--- config.mk ---
export PLATFORM = sky130hd
export DESIGN_NAME = bp_cce_cfg_link_responder
export DESIGN_NICKNAME = d
export VERILOG_FILES = /design/src/rtl/bp_cce_cfg_link_responder.sv
export SDC_FILE = /design/constraint.sdc
export NUM_CORES = 1
export LEC_CHECK = 0
export BUFFER_PORTS_ARGS = -buffer_cell sky130_fd_sc_hd__buf_2
export CAP_MARGIN = 10
export CORE_ASPECT_RATIO = 0.8
export CORE_MARGIN = 1.5
export CORE_UTILIZATION = 40
export DETAILED_ROUTE_END_ITERATION = 6
export HOLD_SLACK_MARGIN = 0.15
export PLACE_DENSITY_LB_ADDON = 0.08
export SETUP_SLACK_MARGIN = 0.1
export SLEW_MARGIN = 20
export SYNTH_ARGS = -nofsm -noshare
export SYNTH_HDL_FRONTEND = slang
export SYNTH_SLANG_ARGS = --single-unit
--- constraint.sdc ---
create_clock -name clk_i -period 4.8 [get_ports clk_i]
set_input_delay 0.48 -clock clk_i [delete_from_list [all_inputs] [get_ports clk_i]]
set_output_delay 0.48 -clock clk_i [all_outputs]
set_load 0.1 [all_outputs]
--- src/rtl/bp_cce_cfg_link_responder.sv ---
// bp_cce_cfg_link_responder
//   Target end of the CCE config link. It accepts write/read transactions,
//   pairs lo/hi link words into full CCE instructions written to the
//   instruction RAM, and serves readback of instruction halves plus a small
//   register file (cce_mode, commit_cnt, sticky err).
//
// Ports
//   clk_i, reset_i            clock, asynchronous active-high reset
//   config_addr_i/data_i      request address and write data
//   config_v_i/w_i            request valid, 1=write 0=read
//   config_ready_o            request accept (READY state only)
//   config_data_o/v_o         read response data/valid
//   config_ready_i            response consumer ready
//   inst_ram_v_o/w_o          RAM access valid / write enable
//   inst_ram_addr_o/data_o    RAM index / write data
//   inst_ram_data_i           RAM read data, valid one cycle after a read
//   cce_mode_o                CCE mode register (0 normal, 1 uncached)
//
// Build option
//   BP_CCE_CFG_LINK_READBACK_EN: when defined, RAM-space reads fetch the
//   instruction half from RAM (2-cycle latency). When undefined, RAM-space
//   reads return 0 after 1 cycle and never touch the RAM.

module bp_cce_cfg_link_responder #(
   parameter int inst_width_p          = 48,
   parameter int inst_ram_addr_width_p = 8,
   parameter int cfg_link_addr_width_p = 16,
   parameter int cfg_link_data_width_p = 32
) (
   input  logic                             clk_i,
   input  logic                             reset_i,
   input  logic [cfg_link_addr_width_p-2:0] config_addr_i,
   input  logic [cfg_link_data_width_p-1:0] config_data_i,
   input  logic                             config_v_i,
   input  logic                             config_w_i,
   output logic                             config_ready_o,
   output logic [cfg_link_data_width_p-1:0] config_data_o,
   output logic                             config_v_o,
   input  logic                             config_ready_i,
   output logic                             inst_ram_v_o,
   output logic                             inst_ram_w_o,
   output logic [inst_ram_addr_width_p-1:0] inst_ram_addr_o,
   output logic [inst_width_p-1:0]          inst_ram_data_o,
   input  logic [inst_width_p-1:0]          inst_ram_data_i,
   output logic                             cce_mode_o
);

   localparam int hi_w = inst_width_p - cfg_link_data_width_p;
   localparam int A    = cfg_link_addr_width_p - 1;
   localparam int D    = cfg_link_data_width_p;
   localparam int IW   = inst_ram_addr_width_p;

`ifdef BP_CCE_CFG_LINK_READBACK_EN
   typedef enum logic [1:0] {READY, RD_WAIT, RESP} state_t;
`else
   typedef enum logic [1:0] {READY, RESP} state_t;
`endif

   state_t state, state_n;

   logic [D-1:0]  hold_data;
   logic [IW-1:0] hold_idx;
   logic          hold_v;
   logic [15:0]   commit_cnt;
   logic          err;
   logic          cce_mode;
   logic [D-1:0]  resp_r;

   // Address decode
   logic          space_reg;
   logic          half;
   logic [IW-1:0] idx;
   logic [1:0]    reg_sel;

   assign space_reg = config_addr_i[A-1];
   assign half      = config_addr_i[0];
   assign idx       = config_addr_i[1 +: IW];
   assign reg_sel   = config_addr_i[1:0];

   logic accept, wr_acc, rd_acc;
   logic lo_wr, hi_wr, reg_wr;
   logic lo_match;

   assign accept   = config_v_i & config_ready_o;
   assign wr_acc   = accept & config_w_i;
   assign rd_acc   = accept & ~config_w_i;
   assign lo_wr    = wr_acc & ~space_reg & ~half;
   assign hi_wr    = wr_acc & ~space_reg & half;
   assign reg_wr   = wr_acc & space_reg;
   assign lo_match = hold_v & (hold_idx == idx);

   // Register-space read value
   logic [D-1:0] reg_rd_val;

   always_comb begin
      reg_rd_val = '0;
      case (reg_sel)
         2'd0:    reg_rd_val[0]    = cce_mode;
         2'd1:    reg_rd_val[15:0] = commit_cnt;
         2'd2:    reg_rd_val[0]    = err;
         default: reg_rd_val       = '0;
      endcase
   end

`ifdef BP_CCE_CFG_LINK_READBACK_EN
   logic         half_r;
   logic [D-1:0] ram_hi_ext;
   logic [D-1:0] ram_lo;

   always_comb begin
      ram_hi_ext           = '0;
      ram_hi_ext[hi_w-1:0] = inst_ram_data_i[inst_width_p-1 -: hi_w];
   end
   assign ram_lo = inst_ram_data_i[D-1:0];

   logic unused_bits;
   assign unused_bits = ^config_addr_i;
`else
   logic unused_bits;
   assign unused_bits = ^{config_addr_i, inst_ram_data_i};
`endif

   // Next state and outputs
   always_comb begin
      state_n         = state;
      config_ready_o  = 1'b0;
      config_v_o      = 1'b0;
      config_data_o   = '0;
      inst_ram_v_o    = 1'b0;
      inst_ram_w_o    = 1'b0;
      inst_ram_addr_o = '0;
      inst_ram_data_o = '0;

      case (state)
         READY: begin
            config_ready_o = ~reset_i;
            if (hi_wr) begin
               inst_ram_v_o    = 1'b1;
               inst_ram_w_o    = 1'b1;
               inst_ram_addr_o = idx;
               // Missing or mismatched lo half is committed as zero and flagged.
               inst_ram_data_o = {config_data_i[hi_w-1:0],
                                  (lo_match ? hold_data : {D{1'b0}})};
            end
            if (rd_acc) begin
               if (space_reg) begin
                  state_n = RESP;
               end else begin
`ifdef BP_CCE_CFG_LINK_READBACK_EN
                  inst_ram_v_o    = 1'b1;
                  inst_ram_addr_o = idx;
                  state_n         = RD_WAIT;
`else
                  state_n = RESP;
`endif
               end
            end
         end
`ifdef BP_CCE_CFG_LINK_READBACK_EN
         RD_WAIT: begin
            state_n = RESP;
         end
`endif
         RESP: begin
            config_v_o    = 1'b1;
            config_data_o = resp_r;
            if (config_ready_i) state_n = READY;
         end
         default: begin
            state_n = READY;
         end
      endcase
   end

   // State and register file
   always_ff @(posedge clk_i or posedge reset_i) begin
      if (reset_i) begin
         state      <= READY;
         hold_v     <= 1'b0;
         hold_data  <= '0;
         hold_idx   <= '0;
         commit_cnt <= '0;
         err        <= 1'b0;
         cce_mode   <= 1'b0;
         resp_r     <= '0;
`ifdef BP_CCE_CFG_LINK_READBACK_EN
         half_r     <= 1'b0;
`endif
      end else begin
         state <= state_n;

         if (lo_wr) begin
            hold_data <= config_data_i;
            hold_idx  <= idx;
            hold_v    <= 1'b1;
         end else if (hi_wr) begin
            hold_v <= 1'b0;
         end

         if (hi_wr && (commit_cnt != 16'hFFFF))
            commit_cnt <= commit_cnt + 16'd1;

         if (hi_wr && !lo_match)
            err <= 1'b1;
         else if (reg_wr && (reg_sel == 2'd2) && config_data_i[0])
            err <= 1'b0;

         if (reg_wr && (reg_sel == 2'd0))
            cce_mode <= config_data_i[0];

         if (rd_acc)
            resp_r <= space_reg ? reg_rd_val : '0;

`ifdef BP_CCE_CFG_LINK_READBACK_EN
         if (rd_acc)
            half_r <= half;
         if (state == RD_WAIT)
            resp_r <= half_r ? ram_hi_ext : ram_lo;
`endif
      end
   end

   assign cce_mode_o = cce_mode;

endmodule

==> flow_summary.toml, run 1 <==
[sta]
setup_violations = 0
max_slew.worst_pin.slew_ps = 960
fin_setup_tns_ps = 0
fin_crit_ps = 3440
skew_ps = 7.48
grt_setup_unrepaired = "false"
layout_setup_ws_ps = 1360
timing.fmax_mhz = 291
slew_headroom = 0.360
final_hold_viol_count = 0
final_max_slew_viol_count = 0
min_period_over_period = 0.717

[job]
drv_cap = 0

[placement]
post-place-ws_ps = 1640
io_buffers = 123
dpl.hpwl_um = 5500
gp_congestion = 0.794
place_inst = 556

[cells_and_area]
antenna_cells = 0
nFillCells = 859
area_growth_pct = 26.8
final_cell_mix = "buf_2, dfrtp_1, and2_1"
instances_no_fill = 573
drive_gt1_frac = 0.465
fin_nets = 554
final_common_cell = "buf_2"

[setup_path]
cp-end-kind = "output pin"
critPathKind = "flip-flop to output pin"
worstPathRequired_ps = 4320
crit_fanout = 24
startpoint_type = "flip-flop"
worstPathArrival_ps = 2960

[cts]
cts_resized = 0
cts_tree = "done"
cts_num_sinks = 76
cts_hold_buf = 0
cts_setup_buffers = 0
h-tree-depth = 3
root_buffer = "clkbuf_16"
cts_buffers = 9
clock_latency_ps = 330
clockBufferDepth = 2
clkSlewWorstSetupHoldPaths_ps = 60

[power]
switching_share = 0.262
fin_total_pwr_mw = 1.93
power.internal_mw = 1.42
power.share.clock = 0.428
combPwrFrac = 0.154
power.density_nw_per_um2 = 396
p_switching_mw = 0.506
vdd_ir_drop_max_mv = 0.162
p_leak_nw = 2.51
p_seq_frac = 0.418

[yosys]
seq_area_frac_synth = 0.495
ys_seq_elements = 76
ys_async_sr_fraction = 1.00
synth_cell_types = 40
synth_edf_count = 0
avgSynthCellArea_um2 = 11.6
yosys_warnings = 0
synth_ff_type = "dfrtp_1"
synthesis.instances = 331
synth_area_um2 = 3840

[routing]
remaining_drc_errors = 0
drt_iter0_drc = 72
ant_nets = 0
vias = 2754
first_pass_iters = 4
wl_um = 7900
viasPerCell = 4.81
wl_per_cell_um = 13.8

[floorplanning]
boundaryPins = 193
start_util = 0.418
die_x_um = 113
dieArea_um2 = 10200
coreArea_um2 = 9190
fp.dieH_um = 90.7
rows = 31

[global_route]
grt_antenna_before_repair = 0
grt_remaining_overflow = 0
grt.total_usage = 0.161
grt_max_degree = 77
grt_pass1_vias = 2603
grt_pass1_wl_um = 12800

[outcome]
status = "complete, no violations"

[min_path]
hold_class = "primary input to flip-flop"
==> final cells by class <==
cell class / instances / area, µm² / area share
clock buffers: 10 / 229 / 0.0470
clock inverters: 6 / 136 / 0.0280
inverters: 5 / 20.0 / 0.00411
multi-input cells: 235 / 1790 / 0.366
flip-flops and latches: 76 / 1900 / 0.390
well taps: 115 / 144 / 0.0295
repair buffers: 126 / 658 / 0.135
==> power groups by stage <==
stage | registers, mW | logic (mW) | clock network, mW
6_report | 0.807 | 0.297 | 0.825
5_1_grt | 0.825 | 0.325 | 0.868
4_1_cts | 0.809 | 0.301 | 0.841
3_5_place_dp | 0.821 | 0.300 | 0
3_3_place_gp | 0.815 | 0.293 | 0
2_1_floorplan | 0.818 | 0.241 | 0
==> worst paths after layout <==
| kind | start | end | slack [ps] | cells after the start |
|---|---|---|---|---|
| worst max register to register | state[0] | hold_data[24] | 2260 | 5 |
| worst min-delay path | config_ready_i | state[0] | 330 | 2 |
| worst min register to register | hold_data[1] | hold_data[1] | 480 | 1 |
| worst max-delay path | state[0] | inst_ram_data_o[0] | 1360 | 6 |
| min in group asynchronous | reset_i | state[0] | 460 | 3 |
| max in group asynchronous | reset_i | hold_data[24] | 3720 | 3 |
==> metal layers <==
metal	up-vias	track usage	wire length (µm)
met3	7	0.0490	466
met1	1302	0.218	3850
met4	0	0.0570	102
li1	1356	-	-
met5	-	0	0
met2	89	0.243	3480
==> cell families (layout without fill, tap and decap cells) <==
group                      Yosys count  in the layout  synth area share
and+or+nand+nor                    125            125             0.216
DFF                                 76             76             0.495
muxes                               44             44             0.128
buffers and inverters               35            147            0.0566
AOI/OAI and AO/OA                   30             30            0.0563
xor gates and xnor gates            19             19            0.0433
adders and majority gates            1              1           0.00325
other                                1             16          0.000976
==> Yosys cell counts (all sizes together), types with 2 or more instances <==
library cell  number  area [µm²]
dfrtp             76        1900
and2              72         483
mux2              42         473
buf               22         165
a22o              15         131
xnor2             14         123
nand2              9        33.8
nand3              9        45.0
clkbuf             8        33.8
nor2               7        28.8
nand4              6        37.5
nor4               6        65.1
o21ai              6        30.0
inv                5        18.8
xor2               5        43.8
a21oi              3        15.0
a31oi              3        18.8
and3               3        18.8
nor3               3        15.0
mux2i              2        20.0
o211ai             2        15.0
or2                2        15.0
==> flip-flops by register name, indices dropped and copies added, names as in the netlist <==
name and count:
resp_r 16, cce_mode_o 1, hold_data 32, hold_v 1, commit_cnt 16, hold_idx 8, err 1, state 1
==> critical path: stages, from the launching register on <==
cell and delay, ps:
dfrtp_1 560, nand4bb_4 340, or2_4 320, nor4_4 490, buf_4 320, and2_2 170
buf_2 420
==> per-stage QoR <==
stage                     hold WS, ps  cell area, µm²   util
after global routing              321            4870  0.530
after CTS                         321            4850  0.527
after global placement            459            4480  0.488
after detailed placement          471            4480  0.488
final                             334            4870  0.530
after floorplan                   442            3900      -
No activity file was read; power rests on OpenSTA's default activity.
==> inputs of run 2 (changes only) <==
- clock period: 4.8 -> 3.3 ns (I/O delays scaled with it)
==> flow_summary.toml, run 2 (synthesized netlist as in run 1, its figures left out) <==
[outcome]
status = "complete, no violations"

[sta]
final_hold_viol_count = 0
final_max_slew_viol_count = 0
max_slew.worst_pin.slew_ps = 569
fin_crit_ps = 2950
min_period_over_period = 0.894
slew_headroom = 0.617
setup_violations = 0
grt_setup_unrepaired = "false"
skew_ps = 4.31
timing.fmax_mhz = 339
layout_setup_ws_ps = 350

[setup_path]
crit_path_cell_trace = "dlygate4sd3_1 > buf_2 > nand4bb_4 > or2_4 > nor4_4 > buf_4 > and2_1 > buf_12"
worstPathRequired_ps = 2970
cp-end-kind = "output pin"
slowest_delay_ps = 550
cp_slowest_cell = "dlygate4sd3_1"
path_delay_family = "buffers and inverters"
critPathKind = "primary input to output pin"
path_buf_inv = 4
startpoint_type = "primary input"
r2r_slack_ps = 1230
crit_fanout = 32
worstPathArrival_ps = 2620

[cts]
h-tree-depth = 3
cts_setup_buffers = 0
clockBufferDepth = 2
clkSlewWorstSetupHoldPaths_ps = 60
cts_num_sinks = 76
root_buffer = "clkbuf_16"
cts_buffers = 9
cts_tree = "done"
clock_latency_ps = 330

[placement]
io_buffers = 123
place_area_um2 = 5010
dpl.hpwl_um = 6250
gp_congestion = 0.801
post-place-ws_ps = 707

[job]
drv_cap = 0

[cells_and_area]
drive_gt1_frac = 0.486
largestRegisters = "hold_data (32), commit_cnt (16), resp_r (16)"
largest_register = "hold_data"
largest_reg_flops = 32
final_common_cell = "buf_2"
nFillCells = 763
postLayoutCoreUtil = 0.583
final_area_um2 = 5360
area_growth_pct = 39.5
final_cell_mix = "buf_2, dfrtp_1, and2_1"
antenna_cells = 0
fin_nets = 559

[global_route]
grt_use_met3 = 0.0658
grtUsageMet1 = 0.224
grt_max_degree = 41
grt.total_usage = 0.176
busiest_layer = "met2"
grt_pass1_wl_um = 14000
grt_use_met2 = 0.284
grt_pass1_vias = 2754
grt_remaining_overflow = 0
grt_antenna_before_repair = 0

[routing]
vias = 2794
first_pass_iters = 4
wl_um = 8560
ant_nets = 0
remaining_drc_errors = 0
wl_per_cell_um = 14.8
viasPerCell = 4.83
drt_iter0_drc = 75

[power]
power.density_nw_per_um2 = 508
combPwrFrac = 0.163
power.share.clock = 0.407
p_switching_mw = 0.723
p_seq_frac = 0.430
power.internal_mw = 2.00
switching_share = 0.266
vdd_ir_drop_max_mv = 0.285
p_leak_nw = 2.59
fin_total_pwr_mw = 2.72

[floorplanning]
rows = 31
dieArea_um2 = 10200
start_util = 0.418
coreArea_um2 = 9190
boundaryPins = 193
die_x_um = 113
fp.dieH_um = 90.7

[min_path]
hold_class = "primary input to flip-flop"
[run 2: what timing repair did]
item                       in CTS  in global routing
hold buffers                    1                  0
setup endpoints to repair       0                 24
gates resized for setup         0                  1
hold endpoints to repair       22                  0
[run 2: layout make-up]
type	count	area, µm²	area share
repair buffers	131	1160	0.216
clock buffers	12	236	0.0441
multi-input cells	235	1800	0.335
clock inverters	4	97.6	0.0182
well taps	115	144	0.0268
inverters	5	23.8	0.00444
flip-flops and latches	76	1900	0.355
[run 2: power by group through the flow]
stage                     Combinational, mW  Clock, mW  Sequential (mW)
after global routing                  0.486       1.18             1.19
after CTS                             0.450       1.13             1.17
final                                 0.444       1.11             1.17
after detailed placement              0.447          0             1.19
after global placement                0.437          0             1.18
after floorplan                       0.351          0             1.19
[run 2: path summary, 6_finish.rpt]
path,start,end,cells after the start
setup / recovery,reset_i,inst_ram_data_o[7],8
hold / removal,config_ready_i,state[0],2
setup reg to reg,state[0],hold_idx[4],5
hold reg to reg,resp_r[0],resp_r[0],2
max in group asynchronous,reset_i,hold_data[16],4
min in group asynchronous,reset_i,resp_r[7],3
[run 2: stage by stage]
step | setup TNS [ps] | hold slack (ps) | instances
finish | 0 | 195 | 578
global route | 0 | 205 | 578
CTS | 0 | 189 | 578
detailed placement | 0 | 359 | 561
global placement | 0 | 359 | 561
floorplan | -60.0 | 426 | 346
[run 2: routing by layer]
metal  wire length [µm]  vias up
met5                  0        -
met4                 75        0
met3                540        8
met2               4040       77
met1               3910     1333
li1                   -     1376
==> inputs of run 3 (changes only) <==
- clock period: 3.3 -> 2.9 ns (I/O delays scaled with it)
==> flow_summary.toml, run 3 (synthesized netlist as in run 1, its figures left out) <==
[outcome]
status = "complete, no violations"

[floorplanning]
start_util = 0.418
coreArea_um2 = 9190
fp.dieH_um = 90.7
die_x_um = 113
boundaryPins = 193
rows = 31
dieArea_um2 = 10200

[global_route]
grt.total_usage = 0.175
grt_pass1_wl_um = 13900
grt_pass1_vias = 2735
grt_max_degree = 46
grtUsageMet1 = 0.234
grt_use_met3 = 0.0651
grt_use_met2 = 0.262
busiest_layer = "met2"
grt_remaining_overflow = 0
grt_antenna_before_repair = 0

[setup_path]
worstPathArrival_ps = 2320
worstPathRequired_ps = 2610
crit_fanout = 32
r2r_end = "hold_data[30]"
critPathKind = "flip-flop to output pin"
ff2ff_path_depth = 5
crit_path_end = "inst_ram_data_o[28]"
startpoint_type = "flip-flop"
cp-end-kind = "output pin"
r2r_slack_ps = 1000
r2r_start = "state[0]"
crit_start = "state[0]"

[cells_and_area]
largest_register = "hold_data"
instances_no_fill = 577
drive_gt1_frac = 0.517
nFillCells = 753
largestRegisters = "hold_data (32), commit_cnt (16), resp_r (16)"
antenna_cells = 0
fin_nets = 559
final_cell_mix = "buf_2, dfrtp_1, and2_2"
largest_reg_flops = 32
area_growth_pct = 44.2
final_common_cell = "buf_2"

[placement]
dpl.hpwl_um = 6160
io_buffers = 123
gp_congestion = 0.807
place_inst = 561

[routing]
wl_per_cell_um = 14.8
viasPerCell = 4.96
first_pass_iters = 4
remaining_drc_errors = 0
vias = 2861
ant_nets = 0
drt_iter0_drc = 97
wl_um = 8530

[power]
p_leak_nw = 2.64
vdd_ir_drop_max_mv = 0.343
power.density_nw_per_um2 = 564

[sta]
final_hold_viol_count = 0
timing.fmax_mhz = 383
skew_ps = 7.54
max_slew.worst_pin.slew_ps = 785
fin_crit_ps = 2610
final_max_slew_viol_count = 0
min_period_over_period = 0.901
setup_violations = 0
grt_setup_unrepaired = "false"
fin_setup_tns_ps = 0
slew_headroom = 0.476

[cts]
clock_latency_ps = 330
cts_buffers = 9
cts_tree = "done"
clockBufferDepth = 2
h-tree-depth = 3
clkSlewWorstSetupHoldPaths_ps = 60
cts_num_sinks = 76
root_buffer = "clkbuf_16"

[min_path]
hold_class = "primary input to flip-flop"

[job]
drv_cap = 0
[run 3: changes by cell type in the layout (fill, tap and decap cells not counted), sizes merged]
cell      previous run  this run
inv                  3         4
clkinvlp             2         1
clkbuf              12        11
[run 3: power breakdown]
part / internal (mW) / total (mW) / leakage, nW / switching [mW]
logic: 0.201 / 0.510 / 1.50 / 0.309
clock network: 0.859 / 1.28 / 0.162 / 0.423
registers: 1.24 / 1.33 / 0.980 / 0.0968
[run 3: layout make-up]
class                      instances  area, µm²  area share
clock buffer                      11        243      0.0438
timing repair buffer             131       1320       0.238
sequential                        76       1900       0.343
tap                              115        144      0.0260
inverter                           5       20.0     0.00361
clock inverter                     4       97.6      0.0176
multi-input combinational        235       1820       0.327
[run 3: how the worst min path moves through the flow]
stage                end  depth (start not counted)            from
2_1_floorplan   state[0]                          1  config_ready_i
3_3_place_gp   resp_r[0]                          2       resp_r[0]
3_5_place_dp   resp_r[0]                          2       resp_r[0]
4_1_cts         state[0]                          2  config_ready_i
5_1_grt         state[0]                          2  config_ready_i
6_report        state[0]                          2  config_ready_i
[run 3: what timing repair did]
action	4_1_cts	5_1_grt
setup buffers	0	0
hold endpoints to repair	43	0
gates resized for setup	0	0
hold buffers	1	0
[run 3: metal layers]
layer	up-vias	wire length, µm
met2	104	3900
met3	11	651
met4	0	118
li1	1369	-
met5	-	0
met1	1377	3850
[run 3: through the flow]
stage | utilization | instance area, µm² | power [mW] | hold slack (ps) | setup slack, ps
after floorplan | - | 3940 | 1.75 | 383 | 182
after global placement | 0.565 | 5190 | 1.84 | 460 | 603
after detailed placement | 0.565 | 5190 | 1.87 | 468 | 580
after CTS | 0.603 | 5540 | 3.17 | 158 | 251
after global routing | 0.603 | 5540 | 3.27 | 152 | 161
final | 0.603 | 5540 | 3.13 | 167 | 287
[run 3: critical path: stages (launching register included)]
cell and delay (ps):
dfrtp_2 410, nand4bb_4 250, or2_4 330, nor4_4 270
buf_4 310, and2_2 230, buf_12 170
